## src/rtl/mul56_seq_if.sv

```systemverilog
// Start/operand/result bundle for the sequential 56x56 significand multiplier.
interface mul56_seq_if;
    logic         req;
    logic [55:0]  a;
    logic [55:0]  b;
    logic         busy;
    logic         done;
    logic [111:0] o;

    modport master (output req, a, b, input busy, done, o);
    modport slave  (input req, a, b, output busy, done, o);
endinterface

```

## src/rtl/mul56_seq.sv

```systemverilog
// Sequential 56x56 unsigned multiplier: 16 digit products through one 14x14 registered multiplier.
// Optional MUL56_ZERO_BYPASS_EN: zero operands skip the multiply and finish in one cycle.
module mul56_seq (
    input  logic       clk,
    input  logic       rst_n,
    mul56_seq_if.slave bus
);
    typedef enum logic [1:0] {IDLE, RUN, DRAIN, DONE} state_t;

    state_t       state_q, state_d;
    logic [55:0]  a_q, b_q;
    logic [3:0]   k_q, k_d;
    logic         vld_q;
    logic [1:0]   ip_q, jp_q;
    logic [27:0]  pp_q;
    logic [111:0] acc_q, acc_d, acc_sum;
    logic [111:0] o_q, o_d;
    logic         done_q, done_d;
    logic         busy, accept, mul_ce;
    logic [13:0]  mul_a, mul_b;

    // Weight a digit-pair product by 14*(i+j) bits; max shift 84 keeps it inside 112 bits.
    function automatic logic [111:0] place_pp(input logic [27:0] pp,
                                              input logic [1:0]  i,
                                              input logic [1:0]  j);
        logic [2:0] dsum;
        logic [6:0] sh;
        dsum = {1'b0, i} + {1'b0, j};
        sh   = 7'd14 * {4'd0, dsum};
        return {84'd0, pp} << sh;
    endfunction

    always_ff @(posedge clk or negedge rst_n) begin
        if (!rst_n) state_q <= IDLE;
        else        state_q <= state_d;
    end

    always_comb begin
        state_d = state_q;
        case (state_q)
            IDLE: begin
                if (bus.req) begin
`ifdef MUL56_ZERO_BYPASS_EN
                    if ((bus.a == 56'd0) || (bus.b == 56'd0)) state_d = DONE;
                    else                                      state_d = RUN;
`else
                    state_d = RUN;
`endif
                end
            end
            RUN:     if (k_q == 4'd15) state_d = DRAIN;
            DRAIN:   state_d = IDLE;
            DONE:    state_d = IDLE;
            default: state_d = IDLE;
        endcase
    end

    always_comb begin
        busy   = (state_q != IDLE);
        accept = (state_q == IDLE) && bus.req;
        mul_ce = (state_q == RUN);
    end

    assign mul_a   = a_q[14*k_q[3:2] +: 14];
    assign mul_b   = b_q[14*k_q[1:0] +: 14];
    assign acc_sum = acc_q + (vld_q ? place_pp(pp_q, ip_q, jp_q) : 112'd0);

    always_comb begin
        k_d    = k_q;
        acc_d  = acc_sum;
        o_d    = o_q;
        done_d = 1'b0;
        if (accept) begin
            k_d   = 4'd0;
            acc_d = 112'd0;
        end else if (mul_ce) begin
            k_d = k_q + 4'd1;
        end
        if (state_q == DRAIN) begin
            o_d    = acc_sum;
            done_d = 1'b1;
        end else if (state_q == DONE) begin
            o_d    = 112'd0;
            done_d = 1'b1;
        end
    end

    always_ff @(posedge clk or negedge rst_n) begin
        if (!rst_n) begin
            k_q    <= 4'd0;
            vld_q  <= 1'b0;
            acc_q  <= 112'd0;
            o_q    <= 112'd0;
            done_q <= 1'b0;
        end else begin
            k_q    <= k_d;
            vld_q  <= mul_ce;
            acc_q  <= acc_d;
            o_q    <= o_d;
            done_q <= done_d;
        end
    end

    // Operand latches and the multiplier product register carry no reset; vld_q guards the sum.
    always_ff @(posedge clk) begin
        if (accept) begin
            a_q <= bus.a;
            b_q <= bus.b;
        end
        if (mul_ce) begin
            pp_q <= {14'd0, mul_a} * {14'd0, mul_b};
            ip_q <= k_q[3:2];
            jp_q <= k_q[1:0];
        end
    end

    assign bus.busy = busy;
    assign bus.done = done_q;
    assign bus.o    = o_q;
endmodule

```

## src/flat_wrapper.sv

```systemverilog
// flat-port wrapper written by rule: the top's interface ports become plain ports
module mul56_seq_flat 
  (clk, rst_n, bus_req, bus_a, bus_b, bus_busy, bus_done, bus_o);
  mul56_seq_if bus_i ();
  input  logic clk;
  input  logic rst_n;
  input wire logic [$bits(bus_i.req)-1:0] bus_req;
  input wire logic [$bits(bus_i.a)-1:0] bus_a;
  input wire logic [$bits(bus_i.b)-1:0] bus_b;
  output wire logic [$bits(bus_i.busy)-1:0] bus_busy;
  output wire logic [$bits(bus_i.done)-1:0] bus_done;
  output wire logic [$bits(bus_i.o)-1:0] bus_o;
  assign bus_i.req = bus_req;
  assign bus_i.a = bus_a;
  assign bus_i.b = bus_b;
  assign bus_busy = bus_i.busy;
  assign bus_done = bus_i.done;
  assign bus_o = bus_i.o;
  mul56_seq u_core (.clk(clk), .rst_n(rst_n), .bus(bus_i));
endmodule
```

## config.mk

```make
export PLATFORM = sky130hd
export DESIGN_NAME = mul56_seq_flat
export DESIGN_NICKNAME = d
export VERILOG_FILES = /design/src/rtl/mul56_seq_if.sv /design/src/rtl/mul56_seq.sv /design/src/flat_wrapper.sv
export SDC_FILE = /design/constraint.sdc
export NUM_CORES = 1
export LEC_CHECK = 0
export ABC_AREA = 1
export CAP_MARGIN = 20
export CORE_MARGIN = 5
export CORE_UTILIZATION = 52
export CTS_BUF_LIST = sky130_fd_sc_hd__clkbuf_16
export DETAILED_ROUTE_END_ITERATION = 8
export GPL_ROUTABILITY_DRIVEN = 1
export GPL_TIMING_DRIVEN = 0
export PLACE_DENSITY = 0.72
export SLEW_MARGIN = 25
export SYNTH_ARGS = -nofsm -noshare
export SYNTH_HDL_FRONTEND = slang
export SYNTH_SLANG_ARGS = --single-unit
```

## constraint.sdc

```tcl
create_clock -name clk -period 7.1 [get_ports clk]
set_input_delay 2.13 -clock clk [delete_from_list [all_inputs] [get_ports clk]]
set_output_delay 2.13 -clock clk [all_outputs]
set_load 0.01 [all_outputs]
```

==> results of run 1 <==
==> tightest hold or removal path, delay by kind of cell, from the launching register on <==
family,cells,cell delay [ns]
DFF,1,0.34
and+or+nand+nor,2,0.10
==> worst min path at each step <==
stage | to | from | cells past startpoint
2_1_floorplan | u_core.ip_q[1] | u_core.k_q[3] | 0
3_3_place_gp | u_core.ip_q[1] | u_core.k_q[3] | 0
3_5_place_dp | u_core.ip_q[1] | u_core.k_q[3] | 0
4_1_cts | u_core.ip_q[1] | u_core.k_q[3] | 0
5_1_grt | u_core.ip_q[1] | u_core.k_q[3] | 0
6_report | u_core.bus.o[88] | u_core.bus.o[88] | 2
==> repair_timing <==
action                     CTS  global route
resized for setup           23            35
setup endpoints to repair   11            16
pin swaps                    3             7
buffers inserted             3            17
==> final cells by class <==
cell class	instances	area [sq um]
tap	864	1081
multi-input combinational	3660	20210
clock buffer	43	1076
timing repair buffer	257	2635
antenna	2	5.005
buffer	105	504.2
inverter	1002	3775
clock inverter	35	291.5
fill	6415	25920
sequential	376	10130
==> through the flow <==
stage | instances | TNS (ns) | worst slack (ns) | hold WS, ns
2_1_floorplan | 5146 | 0 | 0.8554 | 0.4474
3_3_place_gp | 6238 | -1597.19 | -6.143 | 0.4590
3_5_place_dp | 6247 | -1.478 | -0.3112 | 0.4611
4_1_cts | 6326 | 0 | 0.002415 | 0.4747
5_1_grt | 6342 | -0.007327 | -0.007327 | 0.4938
6_report | 6344 | 0 | 0.3149 | 0.4764
==> kinds of logic after synthesis <==
kind of cell,share of synthesized area (%)
fa+ha+maj,16.20
xor+xnor,2.368
flops,29.49
compound gates,6.787
buf+inv,12.37
mux,0.05829
simple gates,32.73
==> cells in the mapped netlist, types with 5 or more instances <==
master    number
nand2_1     1882
inv_1        975
nor2_1       588
dfrtp_1      232
ha_1         211
nand3_1      208
a21oi_1      158
fa_1         146
edfxtp_1     144
o21ai_0      136
clkbuf_1      62
xnor2_1       52
xor2_1        39
o21ai_1       37
buf_2         33
nor2_2        24
a32oi_1       18
inv_2         18
nand4_1       18
nand3_2       16
nand2_2       13
nor3_1        12
and2_1        11
o22ai_1       11
a32oi_2       10
clkinv_1       8
buf_1          7
or2_1          7
a31oi_1        6
nor3_2         6
o21bai_1       6
nor3_4         5
==> registers in the layout, indices dropped and copies added (netlist names) <==
signal,cells
u_core.state_q,2
u_core.k_q,4
u_core.a_q,56
u_core.ip_q,2
u_core.pp_q,28
u_core.bus.o,112
u_core.acc_q,112
u_core.b_q,56
u_core.vld_q,1
u_core.jp_q,2
u_core.bus.done,1
==> metal layers <==
layer | global-route usage [%] | wire, microns
met1 | 47.72 | 53270
met2 | 59.27 | 60070
met3 | 6.729 | 11730
met4 | 23.57 | 10540
met5 | 0 | 0
==> results.json, run 1 <==
{
  "outcome": "completed",
  "cts_buffers": 43,
  "grt-ovfl-total": 0,
  "yosys-top-cells-area": "nand2_1 21%, dfrtp_1 17%, edfxtp_1 13%",
  "startpoint_type": "flip-flop",
  "critPathCaptureType": "flip-flop",
  "ys_seq_elements": 376,
  "finalSetupViolations": 0,
  "period_needed_ns": 6.785,
  "port_buffers": 228,
  "vias_per_cell": 5.333,
  "stdcell_area_sq_um": 39710,
  "reg2reg_slack_ns": 0.31,
  "worstSkewPairLatency_ns": 0.61,
  "cts.clk_slew.worst_paths_ns": 0.06,
  "grt_max_degree": 89,
  "via_count": 33830,
  "cts_sinks": 376,
  "layout-area-overhead-vs-synth_pct": 15.63,
  "crit_family": "adder cells",
  "cp_max_fo": 10,
  "crit_start": "u_core.k_q[2]",
  "worst_path_largest_cell_delay_ns": 0.57,
  "postCtsHoldBufs": 0,
  "cts_tree": "built",
  "slew_viol_final": 0,
  "crit_arrival_ns": 7.12,
  "synth_top_area_share_pct": 20.57,
  "yosysWarnings": 0,
  "final_common_cell": "nand2_1",
  "hold_viol": 0,
  "grt_pass1_vias": 32400,
  "root_buffer": "clkbuf_16",
  "fin_nets": 5917,
  "synth_area_sq_um": 34340,
  "drc": 0,
  "r2r_end": "u_core.pp_q[27]",
  "layout_common_cells": "1,882 x nand2_1, 980 x inv_1, 587 x nor2_1",
  "worstRegToRegCells": 28,
  "detail_route.wl_per_cell_microns": 21.38,
  "dpl.hpwl_mm": 114.6,
  "placed_area_sq_um": 37890,
  "clock.fmax_ghz": 0.1474,
  "routed_wl_mm": 135.6,
  "fin_crit_sh_pct": 95.56,
  "clockBufferDepth": 3,
  "core_area_sq_um": 65630,
  "worst-path-buf-inv": 9,
  "drv_cap": 0,
  "die_h_microns": 267.0,
  "finalWeightedCongestion": 1.111,
  "dr.pass1.iters": 6,
  "die_x_microns": 267.0,
  "syn_inst": 5146,
  "tightest_slew_ns": 1.064,
  "async_flop_share_pct": 61.70,
  "required_ns": 7.44,
  "synth_cell_types": 56,
  "critPathSlowestCell": "a32oi_1",
  "rows": 94,
  "synth_nets": 5618,
  "antenna_found_initial": 1,
  "skew_ns": 0.03083,
  "drive_above_1_share_pct": 5.130,
  "critPathCapture": "u_core.pp_q[27]",
  "syn-mean-instance-area_sq_um": 6.674,
  "htreeDepth": 2,
  "pin_count": 229,
  "drtIter0Drc": 3620,
  "grt_pass1_wl_mm": 198.0,
  "synth_edf_count": 144,
  "critPathMostFrequentCell": "inv_1",
  "r2r-start": "u_core.k_q[2]",
  "yosysTopAreaCell": "nand2_1",
  "seq_area_frac_synth_pct": 29.49,
  "relSlewSlack_pct": 29.03,
  "worst-path-stages": 28,
  "fin_util_pct": 60.51,
  "grt_use_total_pct": 37.48,
  "ant_nets": 0,
  "critPathKind": "flip-flop to flip-flop",
  "hold_path_class": "flip-flop to flip-flop",
  "dominantRegCellSynth": "dfrtp_1",
  "initial_core_util_pct": 52.33,
  "dieArea_sq_um": 71290
}
Power of run 1 is not shown: default switching activity piles up to over one toggle a cycle in this logic, so the estimate is an artifact.
==> inputs of run 2 (changes only) <==
- RECOVER_POWER: unset -> 50
==> results of run 2 <==
Final layout, timing and power as in run 1 (identical DEF).
Power of run 2 is left out for the same reason.
